--- src/rtl/imem_loader_pkg.sv ---
// Shared types and defaults for the instruction-memory loader.
// The optional checksum trailer is enabled by defining IMEM_LOADER_CSUM_EN.
package imem_loader_pkg;

  localparam int DEF_N     = 32;
  localparam int DEF_AW    = 6;
  localparam int DEF_DEPTH = 64;
  localparam int BPW       = DEF_N / 8;
  localparam int MAX_WORDS = DEF_DEPTH;

  typedef enum logic [2:0] {
    IDLE,
    HDR,
    DATA,
    WRITE,
    CSUM,
    DONE,
    ERR
  } ldr_state_t;

  // A header is unusable if it announces no words or more than the RAM holds.
  function automatic logic hdr_bad(input logic [7:0] c, input int depth);
    return (c == 8'd0) || (int'(c) > depth);
  endfunction

endpackage

--- src/rtl/imem_word_packer.sv ---
// Packs a little-endian byte stream into N-bit words, one byte lane per push.
// full means the word holds N/8-1 bytes, so the next push completes it.
module imem_word_packer #(
  parameter int N = 32
) (
  input  logic         clk,
  input  logic         reset,
  input  logic         clear,
  input  logic         push,
  input  logic [7:0]   data,
  output logic [N-1:0] word,
  output logic         full
);

  localparam int NB = N / 8;
  localparam int IW = (NB > 1) ? $clog2(NB) : 1;

  logic [IW-1:0] byte_idx_reg;
  logic [7:0]    lane_reg [NB];

  assign full = (byte_idx_reg == IW'(NB - 1));

  always_ff @(posedge clk or posedge reset) begin
    if (reset) begin
      byte_idx_reg <= '0;
    end else if (clear) begin
      byte_idx_reg <= '0;
    end else if (push) begin
      byte_idx_reg <= full ? '0 : byte_idx_reg + IW'(1);
    end
  end

  genvar gi;
  generate
    for (gi = 0; gi < NB; gi++) begin : g_lane
      always_ff @(posedge clk or posedge reset) begin
        if (reset) begin
          lane_reg[gi] <= '0;
        end else if (clear) begin
          lane_reg[gi] <= '0;
        end else if (push && (byte_idx_reg == IW'(gi))) begin
          lane_reg[gi] <= data;
        end
      end
      assign word[8*gi +: 8] = lane_reg[gi];
    end
  endgenerate

endmodule

--- src/rtl/imem_loader.sv ---
// Loads a header-prefixed byte image into the instruction RAM and holds the CPU until done.
// Define IMEM_LOADER_CSUM_EN to require a trailing XOR checksum byte after the data.
module imem_loader
  import imem_loader_pkg::*;
#(
  parameter int N     = DEF_N,
  parameter int AW    = DEF_AW,
  parameter int DEPTH = MAX_WORDS
) (
  input  logic          clk,
  input  logic          reset,
  input  logic          start,
  input  logic          in_valid,
  input  logic [7:0]    in_data,
  output logic          in_ready,
  output logic          mem_we,
  output logic [AW-1:0] mem_addr,
  output logic [N-1:0]  mem_wdata,
  output logic          busy,
  output logic          done,
  output logic          cpu_hold,
  output logic          err
);

  ldr_state_t    state_reg, state_next;
  logic [AW-1:0] addr_reg;
  logic [7:0]    words_left_reg;

  logic          pk_clear;
  logic          pk_push;
  logic          pk_full;
  logic [N-1:0]  pk_word;
  logic          hdr_load;
  logic          wr_step;

  imem_word_packer #(.N(N)) u_packer (
    .clk   (clk),
    .reset (reset),
    .clear (pk_clear),
    .push  (pk_push),
    .data  (in_data),
    .word  (pk_word),
    .full  (pk_full)
  );

`ifdef IMEM_LOADER_CSUM_EN
  logic [7:0] csum_reg;

  always_ff @(posedge clk or posedge reset) begin
    if (reset) begin
      csum_reg <= '0;
    end else if (pk_clear) begin
      csum_reg <= '0;
    end else if (pk_push) begin
      csum_reg <= csum_reg ^ in_data;
    end
  end
`endif

  always_ff @(posedge clk or posedge reset) begin
    if (reset) begin
      state_reg <= IDLE;
    end else begin
      state_reg <= state_next;
    end
  end

  // The address only advances between words, so the final write stays at C-1.
  always_ff @(posedge clk or posedge reset) begin
    if (reset) begin
      addr_reg       <= '0;
      words_left_reg <= '0;
    end else if (hdr_load) begin
      addr_reg       <= '0;
      words_left_reg <= in_data;
    end else if (wr_step) begin
      words_left_reg <= words_left_reg - 8'd1;
      if (words_left_reg != 8'd1) begin
        addr_reg <= addr_reg + AW'(1);
      end
    end
  end

  always_comb begin
    state_next = state_reg;
    in_ready   = 1'b0;
    mem_we     = 1'b0;
    busy       = 1'b0;
    done       = 1'b0;
    err        = 1'b0;
    cpu_hold   = 1'b1;
    pk_clear   = 1'b0;
    pk_push    = 1'b0;
    hdr_load   = 1'b0;
    wr_step    = 1'b0;

    case (state_reg)
      IDLE: begin
        if (start) begin
          pk_clear   = 1'b1;
          state_next = HDR;
        end
      end

      HDR: begin
        in_ready = 1'b1;
        busy     = 1'b1;
        if (in_valid) begin
          if (hdr_bad(in_data, DEPTH)) begin
            state_next = ERR;
          end else begin
            hdr_load   = 1'b1;
            state_next = DATA;
          end
        end
      end

      DATA: begin
        in_ready = 1'b1;
        busy     = 1'b1;
        if (in_valid) begin
          pk_push = 1'b1;
          if (pk_full) begin
            state_next = WRITE;
          end
        end
      end

      WRITE: begin
        mem_we  = 1'b1;
        busy    = 1'b1;
        wr_step = 1'b1;
        if (words_left_reg == 8'd1) begin
`ifdef IMEM_LOADER_CSUM_EN
          state_next = CSUM;
`else
          state_next = DONE;
`endif
        end else begin
          state_next = DATA;
        end
      end

`ifdef IMEM_LOADER_CSUM_EN
      CSUM: begin
        in_ready = 1'b1;
        busy     = 1'b1;
        if (in_valid) begin
          state_next = (in_data == csum_reg) ? DONE : ERR;
        end
      end
`endif

      DONE: begin
        done     = 1'b1;
        cpu_hold = 1'b0;
        if (start) begin
          pk_clear   = 1'b1;
          state_next = HDR;
        end
      end

      ERR: begin
        err = 1'b1;
        if (start) begin
          pk_clear   = 1'b1;
          state_next = HDR;
        end
      end

      default: state_next = IDLE;
    endcase
  end

  assign mem_addr  = addr_reg;
  assign mem_wdata = pk_word;

endmodule

--- config.mk ---
export PLATFORM = sky130hd
export DESIGN_NAME = imem_loader
export DESIGN_NICKNAME = d
export VERILOG_FILES = /design/src/rtl/imem_loader_pkg.sv /design/src/rtl/imem_word_packer.sv /design/src/rtl/imem_loader.sv
export SDC_FILE = /design/constraint.sdc
export NUM_CORES = 1
export LEC_CHECK = 0
export ABC_AREA = 1
export BUFFER_PORTS_ARGS = -buffer_cell sky130_fd_sc_hd__buf_2
export CAP_MARGIN = 20
export CORE_MARGIN = 1.5
export CORE_UTILIZATION = 27
export CTS_CLUSTER_DIAMETER = 50
export DETAILED_ROUTE_END_ITERATION = 16
export PLACE_DENSITY = 0.52
export RECOVER_POWER = 50
export SLEW_MARGIN = 10
export SYNTH_ARGS = -nofsm -noshare
export SYNTH_HDL_FRONTEND = slang
export SYNTH_SLANG_ARGS = --single-unit
--- constraint.sdc ---
create_clock -name clk -period 2 [get_ports clk]
set_input_delay 0.5 -clock clk [delete_from_list [all_inputs] [get_ports clk]]
set_output_delay 0.5 -clock clk [all_outputs]
set_load 0.02 [all_outputs]
==> impl_results.md <==
* Largest register FFs at 32
* Ys flop type: dfrtp_1
* Gr usage total at between 10% and 20%
* 1st-iter DRT viols at 99
* Remaining DRCs at 0
* Area leader, netlist: dfrtp_1
* Share of cells above drive strength 1 at around a fifth
* Netlist cell types at 29
* Clock slew at reported path FFs at roughly 0.12 ns
* TritonCTS Buffers at 5
* Pre-CTS setup slack at roughly 0.2 ns
* Setup TNS at 0 ns
* Starting Density at between 20% and 30%
* Crit path launch type: flop
* Slew Viols, Final at 0
* Routed WL per cell at 12.99 um
* Mapped Area at around 2600 um^2
* Detailed placement HPWL at approximately 4.6 mm
* RSZ-0062 raised after global routing: no
* Final setup fails at 0
* Fin crit share at between 90% and 100%
* WP data required at approximately 1.5 ns
* Worst-Skew Late Latency at approximately 0.32 ns
* R2R depth at 6
* Vias per Instance at 4.489
* First-pass GRT wire length at 10.73 mm
* Fmax at ~530 MHz
* Max cap viols at 0
* Global route total overflow at 0
* Fin. Hold Viols at 0
* Slew @ Worst Pin at roughly 1.3 ns
* Worst hold endpoint: words_left_reg[1]
* CTS Hold Bufs at 0
* Commonest non-fill, non-tap cells in the layout: nand2_1 (64), dfrtp_1 (51), nand3_1 (49)
* Ant. Diodes at 0
* Post-cts sizing count at 0
* Root Driver: clkbuf_8
* Tmin final at 1.876 ns
* Die X at between 100 and 150 um
* Static Leakage at about 1.6 nW
* Clk sink count at 51
* # Post-CTS Setup Buffers at 0
* Top sig layer: met4
* Outcome: completed
* Setup Crit Path Kind: flop to primary output
* Yosys reg bits at between 50 and 60
* Core area at slightly above 9000 um^2
* Avg Synthesized Cell Area at 8.516 um^2
* Met2 Wirelength at 2.679 mm
* Drt pass-1 iters at 4
* Power Density at about 1300 nW/um^2
* Clock Skew at about 0.017 ns
* Nets at between 300 and 400
* Reg2reg setup slack at roughly 0.27 ns
* Via count at ~2200
* Final WL at between 6 and 7 mm
* Row cnt at 35
* Worst r2r dst: u_packer.word[28]
* Async SR Flop Fraction at 100.0%
* Largest net degree at the start of global routing at 52
* H-tree level count at 2
* WHS Path Cells at 3
* Most common cell after layout, fill and taps aside: nand2_1
* Post-DRT Antenna Nets at 0
* I/O Pins at 56
* Post-Syn Nets at between 300 and 400
* Headroom to the max-slew limit at between 10% and 20%
* Max clock buf depth at 2
* Crit Path Max Fanout at 10
* Worst setup EP type: primary output
* Hold Crit Class: input port to flop
* Hold Crit Start: in_data[1]
* Initial antenna violation count at 0
* Synth warnings at 0
* R2r startpoint: state_reg[1]
* CTS tree: yes
* Worst vdd ir at around 570 uV
* Seq/Total Area, Yosys at 49.13%
* Min setup slack post-route at about 0.12 ns
* Synth Instances at just over 300
* Metal3 WL at around 470 um
* Post-synth EDFFs at 0
* RD Place Congestion at 0.7862
* Synth top area cells: dfrtp_1 (49%), nand3_1 (9.4%), nand2_1 (9.2%)
* Die H at just over 100 um
* Top cell type's share of synthesized area at just under 50%
* Fin util at ~33%
* DRT met1 WL at 3.180 mm
* Buffers on Ports at 55
* Layout Area Growth over Synthesis at 17.77%
* WP data arrival at between 1 and 1.5 ns
* Vias in the first global route at 2126
* Die footprint at roughly 10000 um^2
[cells in the mapped netlist (3+ instances only)]
master / count
nor3_1: 3
inv_1: 28
xnor2_1: 3
ha_1: 7
o21ai_0: 28
dfrtp_1: 51
buf_6: 4
nand2_1: 64
buf_2: 4
nand2_4: 5
inv_2: 4
nand3_1: 49
nor2_1: 21
o21ai_1: 12
xor2_1: 4
[cell families after synthesis]
| logic type | Yosys count | share of synthesized area [%] |
|---|---|---|
| flops | 51 | 49.13 |
| fa+ha+maj | 7 | 3.372 |
| simple gates | 154 | 28.61 |
| xor+xnor | 7 | 2.360 |
| buf+inv | 41 | 7.418 |
| compound gates | 45 | 9.104 |
[cell type report]
cell class | count | area [um^2]
multi-input cells | 213 | 1115
clock buffers | 5 | 68.82
well taps | 129 | 161.4
fillers | 1040 | 6225
repair buffers | 60 | 284.0
inverters | 32 | 120.1
clock inverters | 3 | 33.78
flip-flops and latches | 51 | 1276
[per-stage QoR]
stage / hold WS [ns] / cell area (um^2) / std cells / total power, mW
detailed placement: 0.4948 / 3004 / 484 / 3.507
floorplan: 0.4895 / 2597 / 305 / 2.955
global route: 0.4580 / 3059 / 493 / 4.483
global placement: 0.4912 / 3004 / 484 / 3.496
CTS: 0.2276 / 3107 / 492 / 4.202
finish: 0.4368 / 3059 / 493 / 4.128
[how the worst max path moves through the flow]
| stage | start | to | slack [ns] | depth (start not counted) |
|---|---|---|---|---|
| after global routing | state_reg[1] | in_ready | 0.02 | 6 |
| after floorplan | reset | mem_addr[0] | 0.27 | 1 |
| after detailed placement | in_data[0] | words_left_reg[3] | 0.20 | 10 |
| final | state_reg[2] | mem_we | 0.12 | 4 |
| after global placement | in_data[0] | words_left_reg[1] | 0.24 | 10 |
| after CTS | state_reg[1] | in_ready | 0.09 | 6 |
[report_power, final]
part | total (mW) | switching, mW | internal, mW
sequential | 1.56 | 0.246 | 1.32
clock | 0.687 | 0.419 | 0.267
combinational | 1.88 | 1.26 | 0.619
[per-layer routing]
layer / GRT usage (%) / vias up
li1: - / 1106
met1: 18.70 / 1030
met2: 19.67 / 70
met3: 4.508 / 7
met4: 3.205 / 0
met5: 0 / -
[critical path: stages, from the launching register on]
cell and delay [ns]:
dfrtp_1 0.45, nor2_4 0.17, nand2_2 0.19, inv_2 0.10, buf_2 0.16
Note: power is estimated with default switching activity, not from simulation.
